### config.mk
export PLATFORM = sky130hd
export DESIGN_NAME = reg_write_arbiter_flat
export DESIGN_NICKNAME = d
export VERILOG_FILES = /design/src/rtl/reg_arb_pkg.sv /design/src/rtl/reg_write_arbiter_if.sv /design/src/rtl/rr_pick.sv /design/src/rtl/reg_write_arbiter.sv /design/src/flat_wrapper.sv
export SDC_FILE = /design/constraint.sdc
export NUM_CORES = 1
export LEC_CHECK = 0
export ABC_AREA = 1
export BUFFER_PORTS_ARGS = -buffer_cell sky130_fd_sc_hd__buf_2
export CAP_MARGIN = 20
export CORE_ASPECT_RATIO = 0.7
export CORE_MARGIN = 3
export CORE_UTILIZATION = 38
export DETAILED_ROUTE_END_ITERATION = 8
export PLACE_DENSITY = 0.84
export SYNTH_ARGS = -nofsm -noshare
export SYNTH_HDL_FRONTEND = slang
export SYNTH_SLANG_ARGS = --single-unit
### constraint.sdc
create_clock -name clk -period 1.9 [get_ports clk]
set_input_delay 0.38 -clock clk [delete_from_list [all_inputs] [get_ports clk]]
set_output_delay 0.38 -clock clk [all_outputs]
set_load 0.05 [all_outputs]
### src/rtl/reg_arb_pkg.sv
// Shared types and default widths for the round-robin register write arbiter.
package reg_arb_pkg;

    localparam int DATA_W = 32;
    localparam int CNT_W  = 8;

    typedef enum logic {
        IDLE  = 1'b0,
        WRITE = 1'b1
    } arb_state_t;

endpackage

### src/rtl/reg_write_arbiter_if.sv
// Requester/register bus of the write arbiter: requests and data in, grant/ack and register drive out.
interface reg_write_arbiter_if
    import reg_arb_pkg::*;
#(
    parameter int N_REQ = 4,
    parameter int WIDTH = DATA_W
);

    logic [N_REQ-1:0]       req;
    logic [N_REQ*WIDTH-1:0] wdata;
    logic [N_REQ-1:0]       lock;
    logic [N_REQ-1:0]       gnt;
    logic [N_REQ-1:0]       ack;
    logic                   reg_en;
    logic [WIDTH-1:0]       reg_d;
    logic [CNT_W-1:0]       wr_cnt;

    modport master (
        output req, wdata, lock,
        input  gnt, ack, reg_en, reg_d, wr_cnt
    );

    modport slave (
        input  req, wdata, lock,
        output gnt, ack, reg_en, reg_d, wr_cnt
    );

endinterface

### src/rtl/rr_pick.sv
// Combinational round-robin picker: first set request at or above ptr, wrapping modulo N_REQ.
module rr_pick #(
    parameter int N_REQ = 4,
    parameter int IDX_W = 2
) (
    input  logic [N_REQ-1:0] req,
    input  logic [IDX_W-1:0] ptr,
    output logic             valid,
    output logic [IDX_W-1:0] idx
);

    logic [N_REQ-1:0] rot;
    logic [IDX_W-1:0] off;
    logic [IDX_W:0]   sum;

    always_comb begin
        rot   = N_REQ'({req, req} >> ptr);
        off   = '0;
        // Scan downward so the lowest set offset from ptr wins.
        for (int i = N_REQ - 1; i >= 0; i--) begin
            if (rot[i]) off = IDX_W'(i);
        end
        sum = {1'b0, ptr} + {1'b0, off};
        if (sum >= (IDX_W+1)'(N_REQ)) sum = sum - (IDX_W+1)'(N_REQ);
        idx   = sum[IDX_W-1:0];
        valid = |req;
    end

endmodule

### src/rtl/reg_write_arbiter.sv
// Round-robin write arbiter driving one shared enabled register, one write per grant.
// Define ARB_LOCK_EN to let a granted requester hold lock for back-to-back burst writes.
//
// state | meaning
// IDLE  | no grant; pick the next winner from ptr when any req is high
// WRITE | gnt_idx owns the register; write happens when its req is still high
module reg_write_arbiter
    import reg_arb_pkg::*;
#(
    parameter int N_REQ = 4,
    parameter int WIDTH = DATA_W,
    parameter int IDX_W = $clog2(N_REQ)
) (
    input logic              clk,
    input logic              reset,
    reg_write_arbiter_if.slave bus
);

    arb_state_t       state, state_nxt;
    logic [IDX_W-1:0] ptr, ptr_nxt;
    logic [IDX_W-1:0] gnt_idx, gnt_idx_nxt;
    logic [CNT_W-1:0] wr_cnt_q, wr_cnt_nxt;

    logic             pick_valid;
    logic [IDX_W-1:0] pick_idx;
    logic             cur_req;
    logic             hold;
    logic             wr_active;
    logic [IDX_W-1:0] ptr_inc;
    logic [N_REQ-1:0] idx_oh;

    rr_pick #(
        .N_REQ (N_REQ),
        .IDX_W (IDX_W)
    ) u_pick (
        .req   (bus.req),
        .ptr   (ptr),
        .valid (pick_valid),
        .idx   (pick_idx)
    );

    assign cur_req = bus.req[gnt_idx];
    assign ptr_inc = (gnt_idx == IDX_W'(N_REQ - 1)) ? '0 : gnt_idx + 1'b1;

`ifdef ARB_LOCK_EN
    assign hold = bus.lock[gnt_idx];
`else
    logic unused_lock;
    assign hold        = 1'b0;
    assign unused_lock = ^bus.lock;
`endif

    always_ff @(posedge clk or negedge reset) begin
        if (!reset) begin
            state    <= IDLE;
            ptr      <= '0;
            gnt_idx  <= '0;
            wr_cnt_q <= '0;
        end else begin
            state    <= state_nxt;
            ptr      <= ptr_nxt;
            gnt_idx  <= gnt_idx_nxt;
            wr_cnt_q <= wr_cnt_nxt;
        end
    end

    always_comb begin
        state_nxt   = state;
        ptr_nxt     = ptr;
        gnt_idx_nxt = gnt_idx;
        wr_cnt_nxt  = wr_cnt_q;
        case (state)
            IDLE: begin
                if (pick_valid) begin
                    gnt_idx_nxt = pick_idx;
                    state_nxt   = WRITE;
                end
            end
            WRITE: begin
                if (cur_req) begin
                    wr_cnt_nxt = wr_cnt_q + 1'b1;
                    // A locked burst keeps the grant and leaves ptr where it was.
                    if (!hold) begin
                        ptr_nxt   = ptr_inc;
                        state_nxt = IDLE;
                    end
                end else begin
                    state_nxt = IDLE;
                end
            end
            default: state_nxt = IDLE;
        endcase
    end

    assign wr_active  = (state == WRITE);
    assign idx_oh     = N_REQ'(1) << gnt_idx;
    assign bus.gnt    = wr_active ? idx_oh : '0;
    assign bus.ack    = (wr_active && cur_req) ? idx_oh : '0;
    assign bus.reg_en = wr_active & cur_req;
    assign bus.reg_d  = wr_active ? bus.wdata[gnt_idx*WIDTH +: WIDTH] : '0;
    assign bus.wr_cnt = wr_cnt_q;

endmodule

### src/flat_wrapper.sv
// flat-port wrapper written by rule: the top's interface ports become plain ports
module reg_write_arbiter_flat import reg_arb_pkg::*;
#(
    parameter int N_REQ = 4,
    parameter int WIDTH = DATA_W,
    parameter int IDX_W = $clog2(N_REQ)
)
  (clk, reset, bus_req, bus_wdata, bus_lock, bus_gnt, bus_ack, bus_reg_en, bus_reg_d, bus_wr_cnt);
  reg_write_arbiter_if #(.N_REQ(N_REQ), .WIDTH(WIDTH)) bus_i ();
  input logic clk;
  input logic reset;
  input wire logic [$bits(bus_i.req)-1:0] bus_req;
  input wire logic [$bits(bus_i.wdata)-1:0] bus_wdata;
  input wire logic [$bits(bus_i.lock)-1:0] bus_lock;
  output wire logic [$bits(bus_i.gnt)-1:0] bus_gnt;
  output wire logic [$bits(bus_i.ack)-1:0] bus_ack;
  output wire logic [$bits(bus_i.reg_en)-1:0] bus_reg_en;
  output wire logic [$bits(bus_i.reg_d)-1:0] bus_reg_d;
  output wire logic [$bits(bus_i.wr_cnt)-1:0] bus_wr_cnt;
  assign bus_i.req = bus_req;
  assign bus_i.wdata = bus_wdata;
  assign bus_i.lock = bus_lock;
  assign bus_gnt = bus_i.gnt;
  assign bus_ack = bus_i.ack;
  assign bus_reg_en = bus_i.reg_en;
  assign bus_reg_d = bus_i.reg_d;
  assign bus_wr_cnt = bus_i.wr_cnt;
  reg_write_arbiter #(.N_REQ(N_REQ), .WIDTH(WIDTH), .IDX_W(IDX_W)) u_core (.clk(clk), .reset(reset), .bus(bus_i));
endmodule
### Word-level counts from Yosys, hierarchy flattened

Index checks and enable logic that the tools add are counted.

* $add $sub $neg: 4
* bitwise logic cells: 2
* order comparisons: 2
* muxes and demuxes: 13
* equality and inequality tests: 1
* reduce and logical (&&, ||, !) cells: 4
* shifts and indexed selects: 3

Operators with widths (number)
* 128-bit by 8-bit variable part select with 32-bit output: 1
* 32-bit 2-to-1 mux: 1
* 2-bit 2-to-1 mux: 6
* 8-bit by 1-bit adder with 8-bit output (second input constant): 1
* 4-bit 2-to-1 mux: 2
* 8-bit by 2-bit >> shifter with 4-bit output: 1
* 2-bit AND reduction: 2
* 4-bit OR reduction: 1
* 1-bit by 2-bit left shift with 4-bit output (first input constant): 1
* 2-bit by 2-bit adder with 3-bit output: 1
* 3-bit >= comparator (second input constant): 1
* 2-bit by 3-bit < comparator with 1-bit output (second input constant): 1
* 2-bit by 1-bit adder with 2-bit output (second input constant): 1
* 1-bit binary-select mux with 2-bit select: 1
* 2-bit == test (second input constant): 1
* 1-bit 2-to-1 mux: 2
* 1-bit one-hot mux with 2 select lines: 1
* 2-bit by 1-bit subtractor with 2-bit output (second input constant): 1
* 1-bit bitwise AND: 1
* 1-bit logical AND: 1
* 1-bit NOT: 1

* bits in registers: 13
* output and inout bits: 49
* input port bits: 138
* logic and storage cells: 33

### Longest topological paths before layout

Gate-level depths: netlist of the first run.

* word-level depth: 8
* depth in mapped cells: 12
* gate-level depth less buffers: 12

### By module

From an unflattened synthesis of the first run, not the netlist that was laid out.

* cells, all modules: 399
* area total of the unflattened synthesis: 2139.6 um^2

Modules (own cells, without submodules)
* reg_write_arbiter: area each 1971.9 um^2, sequential area each 325.3 um^2, cells an instance 364, instances 1
* rr_pick: area each 167.7 um^2, sequential area each 0.0 um^2, cells an instance 35, instances 1

### Worst setup path after synthesis of the first run

OpenSTA, ideal clock, no wires.

* path type: reg2out
* from: register u_core.gnt_idx[1]
* to: output bus_ack[0]
* arrival: 1.913 ns
* buffers on the path: 2
* cell stages (with the launch flop): 7
* data required time: 1.520 ns
* path slack: -0.393 ns
* cells stage by stage: dfrtp_1 buf_6 inv_4 clkbuf_1 ha_1 nand2_1 a21oi_1

* word-level cells in the longest chain between the ends: 4
* elaborated cells on any way between the ends: 5
* those cells by class: shift: 1; mux: 3; reduce/logical: 1

RTL lines
* start: declaration: line reg_write_arbiter.sv:21 `logic [IDX_W-1:0] gnt_idx, gnt_idx_nxt;`
* start signal: assignment: line reg_write_arbiter.sv:62 `gnt_idx <= gnt_idx_nxt;`
* 1-bit binary-select mux with 2-bit select: line reg_write_arbiter.sv:42 `assign cur_req = bus.req[gnt_idx];`
* 1-bit 2-to-1 mux (not written as such): line reg_write_arbiter.sv:42
* 1-bit logical AND: line reg_write_arbiter.sv:98 `assign bus.ack = (wr_active && cur_req) ? idx_oh : '0;`
* 4-bit 2-to-1 mux *: line reg_write_arbiter.sv:98
* end: declaration: line flat_wrapper.sv:16 `output wire logic [$bits(bus_i.ack)-1:0] bus_ack;`

Mark *: on every way between the ends. The rest lies on a longest branch, timed or not. The select of a mux whose other input is x is not followed.

### Final worst setup path of the first run

* from: register u_core.gnt_idx[0]
* to: output bus_gnt[1]

* word-level cells in the longest chain between the ends: 2

RTL lines
* 1-bit by 2-bit left shift with 4-bit output: line reg_write_arbiter.sv:96 `assign idx_oh = N_REQ'(1) << gnt_idx;`
* 4-bit 2-to-1 mux: line reg_write_arbiter.sv:97 `assign bus.gnt = wr_active ? idx_oh : '0;`
* end: declaration: line flat_wrapper.sv:15 `output wire logic [$bits(bus_i.gnt)-1:0] bus_gnt;`

No other way between the ends.

==> metrics, run 1 <==
weighted congestion reported at the end of routability-driven placement between 0.8 and 0.9; final design utilization roughly 75%; area of the core region 4913 um2; switch share about three fifths; Nets around 700; number of core rows 21; number of diodes added for antenna fixing 0; remaining number of nets flagged by the antenna check after routing 0; share of cells above drive strength 1 a little under half; Post-DP HPWL 6.548 mm; Critical Path AT ~1.6 ns; most common cell in the netlist sky130_fd_sc_hd__nor2_1; count of maximum capacitance violations 0; violated checks negative setup slack; mux share of post-synthesis cell area 0%; number of unique standard cell types used by synthesis 25; library cell contributing the largest single delay on the critical path sky130_fd_sc_hd__dfrtp_2; number of flops mapped to enable cells by yosys 0; share of total power in the clock network around 3.7%; worst reg-to-reg setup slack ~0.18 ns; internal power summed over all cells 2.692 mW; global-route wire length before repair 13.07 mm; largest family of logic cells by synthesized area simple AND/OR/NAND/NOR gates; cell types with the highest counts after synthesis 132 x sky130_fd_sc_hd__nor2_1, 41 x sky130_fd_sc_hd__o21ai_0, 36 x sky130_fd_sc_hd__a21oi_1, 36 x sky130_fd_sc_hd__nand2_1, 28 x sky130_fd_sc_hd__o21ai_1; Iteration-0 DRC Markers approximately 180; f_max 501.6 MHz; pins over their slew limit 0; post-synthesis sequential area ratio ~16%; synthesized instance count between 300 and 400; average size of a mapped cell ~5.4 um2; result of the run finished, violations left; Clock Skews roughly 0.0012 ns; post-synthesis share of cell area spent on and, or, nand and nor gates about two fifths; Die Y about 67 um; H-tree level count 1; I/O pins between 150 and 200; TritonRoute pass-1 iters 5; power density cells 1823 nW/um2; Yosys reg bits 13; netlist area before placement 1989 um2; cell chosen for the clock root sky130_fd_sc_hd__clkbuf_8; smallest setup slack after layout -0.09348 ns; Crit path required time approximately 1.5 ns; total number of vias 3205; Die X between 90 and 100 um; number of buffers added on ports between 150 and 200; antenna violations before repair 0; maximum fanout along the worst path 11; share of the cycle needed by the critical path after routing 104.9%; DIE AREA just over 6000 um2; portion of synthesized cell area occupied by the leading cell type 24.91%; Rel. slew slack 77.64%; number of cells on the worst reg-to-reg path 10; synth top area cells sky130_fd_sc_hd__nor2_1 25%, sky130_fd_sc_hd__dfrtp_1 16%, sky130_fd_sc_hd__o21ai_0 10%, sky130_fd_sc_hd__a21oi_1 9.1%, sky130_fd_sc_hd__o21ai_1 7.0%; number of clock sinks 13; remaining global-route overflow 0; Clock transition at path regs around 0.060 ns; number of warnings issued by yosys 0; area share of xor/xnor cells in the synthesized design slightly above 3%; crit path capture type output pin; Net Sw Power about 4.1 mW; most used flip-flop cell after synthesis sky130_fd_sc_hd__dfrtp_1; insertion delay of the later-clocked pin in the worst-skew pair 0.24 ns; ordered cell list for the critical path buf_4 -> clkbuf_16 -> ha_1 -> nand2_1 -> inv_1 -> buf_2; class of the most critical hold timing path input pin to async pin; Total Neg Setup Slack -0.7873 ns; largest net degree at the start of global routing 33; number of endpoints failing setup at the final stage 23; FF-to-FF End u_core.gnt_idx[1]$_DFFE_PN0P_; highest cell delay on the worst timing path around 0.48 ns; Tightest Pin Transition 0.3320 ns; combinational power share between 80% and 90%; share of synthesized flip-flops with an asynchronous set or reset between 90% and 100%; fraction of the mapped netlist area in compound gates 27.55%; final period demand of the worst path around 2 ns; adder and majority gate portion of the synthesized area under 10%; cell type with the largest total area after synthesis sky130_fd_sc_hd__nor2_1; DRC violation count after routing 0; synthesis-to-finish area growth 86.35%; worst voltage drop across the vdd grid roughly 900 uV; critical path class flip-flop to output pin; sequential cell fraction of total power about 8.5%; detailed-route wire length per cell between 10 and 15 um; TritonCTS Buffers 3; Critical path origin u_core.gnt_idx[0]$_DFFE_PN0P_; initial core utilization 40.49%; leakage power of the design approximately 1.9 nW; TritonCTS clock tree yes; buffers from clock root to sink, at most 2; Startpoint Class flip-flop; startpoint of the worst register-to-register path u_core.ptr[0]$_DFFE_PN0P_; number of endpoints with negative hold slack in the final report 0; Syn Nets between 500 and 600; total track usage between 20% and 30%; number of vias per cell 5.153; RSZ-0062 raised after global routing yes; via count of the first global-routing pass between 2000 and 3000; drt total wl around 9.0 mm; hold_buf cts 0
-- timing repair --
action / in CTS / in global routing
cloned: 1 / 1
pin swaps: 1 / 2
endpoints found under the setup margin: 36 / 40
setup buffers: 0 / 3
hold endpoints to repair: 0 / 0
resized for setup: 82 / 41
-- placed cells by master (no fill, tap or decap), types with 9 or more instances in the layout --
| master | n |
|---|---|
| sky130_fd_sc_hd__a21oi_2 | 11 |
| sky130_fd_sc_hd__a21oi_4 | 19 |
| sky130_fd_sc_hd__buf_2 | 143 |
| sky130_fd_sc_hd__buf_4 | 17 |
| sky130_fd_sc_hd__buf_6 | 31 |
| sky130_fd_sc_hd__dfrtp_1 | 10 |
| sky130_fd_sc_hd__inv_1 | 18 |
| sky130_fd_sc_hd__nand2_1 | 35 |
| sky130_fd_sc_hd__nand3_1 | 13 |
| sky130_fd_sc_hd__nor2_1 | 131 |
| sky130_fd_sc_hd__o21ai_0 | 13 |
| sky130_fd_sc_hd__o21ai_1 | 47 |
| sky130_fd_sc_hd__o21ai_2 | 9 |
-- per-stage QoR --
stage	power [mW]	area [um2]	hold WS [ns]	setup WS (ns)	instances
2_1_floorplan	4.486	2248	0.08441	-0.2266	371
3_3_place_gp	5.540	3307	0.2802	0.1396	613
3_5_place_dp	5.653	3307	0.2921	0.1101	613
4_1_cts	6.419	3578	0.03207	-0.06960	618
5_1_grt	7.182	3707	0.04826	-0.1726	622
6_report	6.757	3707	0.02567	-0.09348	622
-- logic make-up (layout without fill, tap and decap cells) --
| logic type | count (synthesis) | after routing |
|---|---|---|
| compound gates | 108 | 108 |
| xor+xnor | 7 | 7 |
| fa+ha+maj | 6 | 6 |
| buf+inv | 47 | 229 |
| flops | 13 | 13 |
| simple gates | 190 | 190 |
-- sequential cells by signal (all words and copies together), names as in the netlist --
| name | count |
|---|---|
| u_core.bus.wr_cnt | 8 |
| u_core.gnt_idx | 2 |
| u_core.state | 1 |
| u_core.ptr | 2 |
-- worst max path at each step --
stage | endpoint | slack, ns
2_1_floorplan | bus_reg_d[1] | -0.23
3_3_place_gp | bus_reg_d[22] | 0.14
3_5_place_dp | bus_ack[0] | 0.11
4_1_cts | bus_reg_d[17] | -0.07
5_1_grt | bus_ack[0] | -0.17
6_report | bus_gnt[1] | -0.09
-- per-layer routing --
metal / up-vias / GRT usage (%) / share of wire (%)
met5: - / 0 / 0
met4: 0 / 8.148 / 2.7
met3: 26 / 3.499 / 7.4
met2: 168 / 45.53 / 51
met1: 1437 / 32.68 / 39
li1: 1574 / - / -
-- final cells by class --
| class | count | area, um2 |
|---|---|---|
| clock buffers | 4 | 45.04 |
| well taps | 69 | 86.33 |
| inverters | 23 | 96.34 |
| fillers | 383 | 1206 |
| flip-flops and latches | 13 | 329.1 |
| repair buffers | 202 | 1410 |
| multi-input cells | 311 | 1740 |
-- power groups by stage --
stage                     sequential, mW  clock [mW]  combinational [mW]
after floorplan                    0.765           0                3.72
after global routing               0.598       0.266                6.32
after global placement             0.546           0                4.99
after CTS                          0.557       0.253                5.61
final                              0.572       0.247                5.94
after detailed placement           0.556           0                5.10
-- worst max-delay path: cells and delay by family (launching register included) --
family | cells | cell delay (ns)
adders and majority gates | 1 | 0.19
DFF | 1 | 0.48
and+or+nand+nor | 1 | 0.12
buffers and inverters | 4 | 0.58
Power figures use the tool's default switching activity.
==> run 2: changes to the inputs <==
Settings changed: REMOVE_ABC_BUFFERS set to 1.
==> run 2 against run 1 <==
Largest power group unchanged; sequential cell count stayed put; the flow still finishes with violations (negative setup slack); power decreased by 3.2%; sequential power is 1% lower; count of clock-buffer cells in the layout is the same; wire length about the same; highest routed layer unchanged.
==> metrics, run 2 (same netlist as run 1, synthesis figures left out) <==
result of the run finished, violations left (unchanged); violated checks negative setup slack (unchanged); library cell contributing the largest single delay on the critical path sky130_fd_sc_hd__dfrtp_2 (unchanged); Iteration-0 DRC Markers 191 (was 183); Critical path origin u_core.gnt_idx[0]$_DFFE_PN0P_ (unchanged); leakage power of the design 1.902 nW (was 1.868 nW); cell type group with the largest total delay on the critical path buffers and inverters (unchanged); class of the most critical hold timing path input pin to async pin (unchanged); flip-flop count of the largest register, all copies and words added 8 (unchanged); Startpoint Class flip-flop (unchanged); busiest grt layer met2 (unchanged); worst voltage drop across the vdd grid 897.7 uV (was 900.6 uV); global-route wire length before repair 12.18 mm (was 13.07 mm); hold_buf cts 0 (unchanged); startpoint of the worst register-to-register path u_core.ptr[1]$_DFFE_PN0P_ (was u_core.ptr[0]$_DFFE_PN0P_); Clock transition at path regs 0.05 ns (was 0.06 ns); share of total power in the clock network 3.7% (about the same); number of buffers added on ports 182 (unchanged); number of clock sinks 13 (unchanged); Critical Path AT 1.61 ns (about the same); internal power summed over all cells 2.690 mW (was 2.692 mW); buffers from clock root to sink, at most 2 (unchanged); drt total wl 9.037 mm (was 9.030 mm); cell total after placement 616 (was 613); number of endpoints failing setup at the final stage 28 (was 23); number of diodes added for antenna fixing 0 (unchanged); final non-filler cell total 631 (was 622); TritonCTS clock tree yes (unchanged); total number of vias 3251 (was 3205); cell repeated most along the worst path sky130_fd_sc_hd__buf_6; final design utilization 72.80% (was 75.45%); area of the core region 4913 um2 (unchanged); commonest cells after routing, fill and taps aside 142 x sky130_fd_sc_hd__buf_2, 120 x sky130_fd_sc_hd__nor2_1, 58 x sky130_fd_sc_hd__o21ai_1, 43 x sky130_fd_sc_hd__buf_4 (was 143 x sky130_fd_sc_hd__buf_2, 131 x sky130_fd_sc_hd__nor2_1, 47 x sky130_fd_sc_hd__o21ai_1, 35 x sky130_fd_sc_hd__nand2_1, 31 x sky130_fd_sc_hd__buf_6); number of buffer and inverter stages on the critical path 4 (unchanged); number of vias per cell 5.152 (was 5.153); H-tree level count 1 (unchanged); capturing instance or port of the critical path bus_ack[2] (was bus_gnt[1]); cell area after placement 3022 um2 (was 3307 um2); Die Y 66.54 um (unchanged); f_max 501.6 MHz (about the same); pins over their slew limit 0 (unchanged); cell chosen for the clock root sky130_fd_sc_hd__clkbuf_8 (unchanged); Rel. slew slack 74.85% (was 77.64%); ordered cell list for the critical path buf_6 -> buf_6 -> nand2_1 -> o211ai_1 -> buf_4 -> a21oi_4 -> buf_6 (was buf_4 -> clkbuf_16 -> ha_1 -> nand2_1 -> inv_1 -> buf_2); insertion delay of the later-clocked pin in the worst-skew pair 0.24 ns (about the same); weighted congestion reported at the end of routability-driven placement 0.8576 (was 0.8291); Nets 707 (was 698); share of cells above drive strength 1 44.84% (was 47.02%); worst setup slack before clock tree synthesis 0.05555 ns (was 0.1101 ns); highest cell delay on the worst timing path 0.43 ns (was 0.48 ns); post-route cell area 3577 um2 (was 3707 um2); via count of the first global-routing pass 2674 (was 2805); smallest setup slack after layout -0.09376 ns (was -0.09348 ns); worst reg-to-reg setup slack 0.20 ns (was 0.18 ns); initial core utilization 40.49% (unchanged); Tightest Pin Transition 0.3773 ns (was 0.3320 ns); most common cell after layout, fill and taps aside sky130_fd_sc_hd__buf_2 (unchanged); remaining number of nets flagged by the antenna check after routing 0 (unchanged); Crit path required time 1.52 ns (about the same); Net Sw Power 3.853 mW (was 4.064 mW); combinational power share 87.7% (was 87.9%); remaining global-route overflow 0 (unchanged); maximum fanout along the worst path 4 (was 11); total track usage 24.11% (was 25.78%); met3 Use GR 4.289% (was 3.499%); total number of cells along the worst setup path 7 (was 6); share of the cycle needed by the critical path after routing 104.9% (about the same); number of core rows 21 (unchanged); antenna violations before repair 0 (unchanged); largest net degree at the start of global routing 41 (was 33); DRC violation count after routing 0 (unchanged); TritonCTS Buffers 3 (unchanged); crit path capture type output pin (unchanged); TritonRoute pass-1 iters 5 (unchanged); synthesis-to-finish area growth 79.81% (was 86.35%); Post-DP HPWL 6.344 mm (was 6.548 mm); detailed-route wire length per cell 14.32 um (was 14.52 um); final period demand of the worst path 1.994 ns (was 1.993 ns); RSZ-0062 raised after global routing yes (unchanged); number of endpoints with negative hold slack in the final report 0 (unchanged); met1 Use GR 31.50% (was 32.68%); I/O pins 187 (unchanged); Die X 92.48 um (unchanged); count of maximum capacitance violations 0 (unchanged); power density cells 1829 nW/um2 (was 1823 nW/um2); FF-to-FF End u_core.gnt_idx[1]$_DFFE_PN0P_ (unchanged); number of cells on the worst reg-to-reg path 10 (unchanged); sequential cell fraction of total power 8.6% (was 8.5%); switch share 58.89% (was 60.15%); GR Util met2 41.37% (was 45.53%); critical path class flip-flop to output pin (unchanged); DIE AREA 6153 um2 (unchanged); Clock Skews 0.001487 ns (was 0.001198 ns)
run 2: changes by cell type in the layout (fill, tap and decap cells not counted), moves of 3 or more:
cell	change
sky130_fd_sc_hd__a21oi_1	+26
sky130_fd_sc_hd__a21oi_2	-10
sky130_fd_sc_hd__a21oi_4	-16
sky130_fd_sc_hd__buf_4	+26
sky130_fd_sc_hd__buf_6	-19
sky130_fd_sc_hd__clkbuf_16	+6
sky130_fd_sc_hd__nand2_1	-3
sky130_fd_sc_hd__nor2_1	-11
sky130_fd_sc_hd__nor2_2	+11
sky130_fd_sc_hd__o21ai_1	+11
sky130_fd_sc_hd__o21ai_2	-9
run 2: what timing repair did:
action	CTS	global route
gates resized for setup	66	65
pin swaps	10	10
setup buffers	2	2
setup endpoints to repair	40	41
cloned	0	7
run 2: stage by stage:
step / setup TNS, ns / hold WS [ns] / power [mW]
2_1_floorplan: -51.60 / 0.08441 / 3.812
3_3_place_gp: 0 / 0.2823 / 5.025
3_5_place_dp: 0 / 0.2839 / 5.127
4_1_cts: -0.7368 / 0.02036 / 5.775
5_1_grt: -3.854 / 0.03644 / 6.990
6_report: -0.9239 / 0.01881 / 6.544
run 2: metal layers:
| layer | wire length (um) | share of wire (%) | up-vias |
|---|---|---|---|
| met3 | 724 | 8.0 | 14 |
| met2 | 4654 | 51 | 183 |
| met4 | 129 | 1.4 | 0 |
| met5 | 0 | 0 | - |
| li1 | - | - | 1595 |
| met1 | 3528 | 39 | 1459 |
run 2: cell type report:
cell class | count | area, um2
Multi-Input combinational cell | 311 | 1534
Sequential cell | 13 | 329.1
Clock buffer | 4 | 45.04
Fill cell | 426 | 1336
Tap cell | 69 | 86.33
Inverter | 23 | 108.9
Timing Repair Buffer | 211 | 1474
run 2: power groups by stage:
stage                     Combinational (mW)  Sequential, mW  Clock [mW]
after detailed placement                4.56           0.570           0
after floorplan                         2.86           0.953           0
after CTS                               4.95           0.581       0.248
after global placement                  4.47           0.557           0
final                                   5.74           0.565       0.243
after global routing                    6.13           0.589       0.267
run 2: worst min path at each step:
| stage | endpoint | cells after the start |
|---|---|---|
| floorplan | u_core.bus.wr_cnt[0]$_DFFE_PN0P_ | 0 |
| global placement | u_core.bus.wr_cnt[2]$_DFFE_PN0P_ | 1 |
| detailed placement | u_core.bus.wr_cnt[5]$_DFFE_PN0P_ | 1 |
| CTS | u_core.bus.wr_cnt[6]$_DFFE_PN0P_ | 1 |
| global route | u_core.bus.wr_cnt[5]$_DFFE_PN0P_ | 1 |
| finish | u_core.state$_DFF_PN0_ | 1 |
==> run 3: changes to the inputs <==
Settings changed: CTS_BUF_LIST set to sky130_fd_sc_hd__clkbuf_8, PLACE_DENSITY 0.84 to unset, PLACE_DENSITY_LB_ADDON set to 0.12, SKIP_LAST_GASP set to 1.
==> run 3 against run 2 <==
The flow still finishes with violations (negative setup slack); final cell count fell by 0.48%; clock power fell by 4%; non-clock buffer count fell by 4; utilization fell by 6.0 points; largest power group unchanged.
==> metrics, run 3 (same netlist as run 1, synthesis figures left out) <==
worst voltage drop across the vdd grid 1015 uV (was 897.7 uV); final design utilization 66.84% (was 72.80%); library cell contributing the largest single delay on the critical path sky130_fd_sc_hd__dfrtp_2 (unchanged); Crit path required time 1.52 ns (about the same); hold_buf cts 0 (unchanged); capturing instance or port of the critical path bus_ack[2] (unchanged); DRC violation count after routing 0 (unchanged); Nets 703 (was 707); share of the cycle needed by the critical path after routing 103.9% (was 104.9%); class of the most critical hold timing path input pin to async pin (unchanged); pins over their slew limit 0 (unchanged); number of buffer and inverter stages on the critical path 3 (was 4); critical path class flip-flop to output pin (unchanged); cell area after placement 3039 um2 (was 3022 um2); remaining global-route overflow 0 (unchanged); total number of vias 3024 (was 3251); detailed-route wire length per cell 12.61 um (was 14.32 um); Die Y 66.54 um (unchanged); FF-to-FF End u_core.gnt_idx[1]$_DFFE_PN0P_ (unchanged); H-tree level count 1 (unchanged); f_max 506.5 MHz (was 501.6 MHz); leakage power of the design 1.818 nW (was 1.902 nW); TritonCTS Buffers 3 (unchanged); Critical path origin u_core.gnt_idx[0]$_DFFE_PN0P_ (unchanged); number of endpoints failing setup at the final stage 26 (was 28); weighted congestion reported at the end of routability-driven placement 0.8113 (was 0.8576); number of core rows 21 (unchanged); insertion delay of the later-clocked pin in the worst-skew pair 0.24 ns (about the same); cell chosen for the clock root sky130_fd_sc_hd__clkbuf_8 (unchanged); drt total wl 7.919 mm (was 9.037 mm); Die X 92.48 um (unchanged); via count of the first global-routing pass 2641 (was 2674); maximum fanout along the worst path 25 (was 4); cell type group with the largest total delay on the critical path buffers and inverters (unchanged); Post-DP HPWL 6.114 mm (was 6.344 mm); result of the run finished, violations left (unchanged); crit path capture type output pin (unchanged); number of vias per cell 4.815 (was 5.152); commonest cells after routing, fill and taps aside 143 x sky130_fd_sc_hd__buf_2, 131 x sky130_fd_sc_hd__nor2_1, 54 x sky130_fd_sc_hd__buf_4, 41 x sky130_fd_sc_hd__o21ai_0 (was 142 x sky130_fd_sc_hd__buf_2, 120 x sky130_fd_sc_hd__nor2_1, 58 x sky130_fd_sc_hd__o21ai_1, 43 x sky130_fd_sc_hd__buf_4); I/O pins 187 (unchanged); RSZ-0062 raised after global routing yes (unchanged); number of buffers added on ports 182 (unchanged); initial core utilization 40.49% (unchanged); largest net degree at the start of global routing 39 (was 41); startpoint of the worst register-to-register path u_core.ptr[0]$_DFFE_PN0P_ (was u_core.ptr[1]$_DFFE_PN0P_); final period demand of the worst path 1.974 ns (was 1.994 ns); power density cells 1777 nW/um2 (was 1829 nW/um2); number of endpoints with negative hold slack in the final report 0 (unchanged); antenna violations before repair 0 (unchanged); Clock Skews 0.003187 ns (was 0.001487 ns); Startpoint Class flip-flop (unchanged); smallest setup slack after layout -0.07442 ns (was -0.09376 ns); global-route wire length before repair 12.14 mm (was 12.18 mm); Total Neg Setup Slack -0.8843 ns (was -0.9239 ns); remaining number of nets flagged by the antenna check after routing 0 (unchanged); Critical Path AT 1.59 ns (was 1.61 ns); count of maximum capacitance violations 0 (unchanged); highest cell delay on the worst timing path 0.48 ns (was 0.43 ns); Clock transition at path regs 0.05 ns (about the same); Power Total 5.835 mW (was 6.544 mW); flip-flop count of the largest register, all copies and words added 8 (unchanged); ordered cell list for the critical path inv_2 -> buf_12 -> ha_1 -> nand2_1 -> a21oi_1 -> buf_4 (was buf_6 -> buf_6 -> nand2_1 -> o211ai_1 -> buf_4 -> a21oi_4 -> buf_6); Iteration-0 DRC Markers 119 (was 191); tightest hold margin 0.01771 ns (was 0.01881 ns); share of cells above drive strength 1 39.96% (was 44.84%); synthesis-to-finish area growth 65.09% (was 79.81%); number of clock sinks 13 (unchanged); Rel. slew slack 79.05% (was 74.85%); total number of cells along the worst setup path 6 (was 7); worst reg-to-reg setup slack 0.21 ns (was 0.20 ns); area of the core region 4913 um2 (unchanged); total track usage 23.56% (was 24.11%); buffers from clock root to sink, at most 2 (unchanged); TritonCTS clock tree yes (unchanged); violated checks negative setup slack (unchanged); most common cell after layout, fill and taps aside sky130_fd_sc_hd__buf_2 (unchanged); DIE AREA 6153 um2 (unchanged); post-route cell area 3284 um2 (was 3577 um2); number of cells on the worst reg-to-reg path 11 (was 10); Tightest Pin Transition 0.3143 ns (was 0.3773 ns); TritonRoute pass-1 iters 5 (unchanged)
## run 3: metrics by stage
stage	cells	setup slack (ns)
after floorplan	347	-1.291
after global placement	615	0.05298
after detailed placement	615	0.05013
after CTS	620	-0.09686
after global routing	627	-0.1872
final	628	-0.07442
## run 3: layout make-up
class	count	area [um2]
Clock buffer	3	41.29
Sequential cell	13	327.8
Clock inverter	1	3.754
Antenna cell	1	2.502
Timing Repair Buffer	207	1277
Multi-Input combinational cell	311	1454
Fill cell	479	1629
Inverter	23	91.34
Tap cell	69	86.33
## run 3: how the worst min path moves through the flow
stage | startpoint | endpoint | cells past startpoint
after floorplan | reset | u_core.bus.wr_cnt[0]$_DFFE_PN0P_ | 0
after global placement | reset | u_core.ptr[1]$_DFFE_PN0P_ | 1
after detailed placement | reset | u_core.ptr[1]$_DFFE_PN0P_ | 1
after CTS | reset | u_core.ptr[1]$_DFFE_PN0P_ | 1
after global routing | reset | u_core.bus.wr_cnt[0]$_DFFE_PN0P_ | 1
final | reset | u_core.bus.wr_cnt[3]$_DFFE_PN0P_ | 1
## run 3: routing by layer
layer	GRT usage, %	share of wire, %	up-vias
li1	-	-	1578
met1	30.67	42	1318
met2	40.83	49	122
met3	5.079	8.5	6
met4	3.889	0.78	0
met5	0	0	-
## run 3: report_power, final
group / total [mW] / internal (mW) / switching [mW]
Sequential: 0.568 / 0.400 / 0.168
Combinational: 5.03 / 1.73 / 3.30
Clock: 0.234 / 0.142 / 0.0917
## run 3: what timing repair did
action / in CTS / in global routing
resized for setup: 40 / 12
setup endpoints to repair: 39 / 40
setup buffers: 1 / 7
pin swaps: 0 / 1
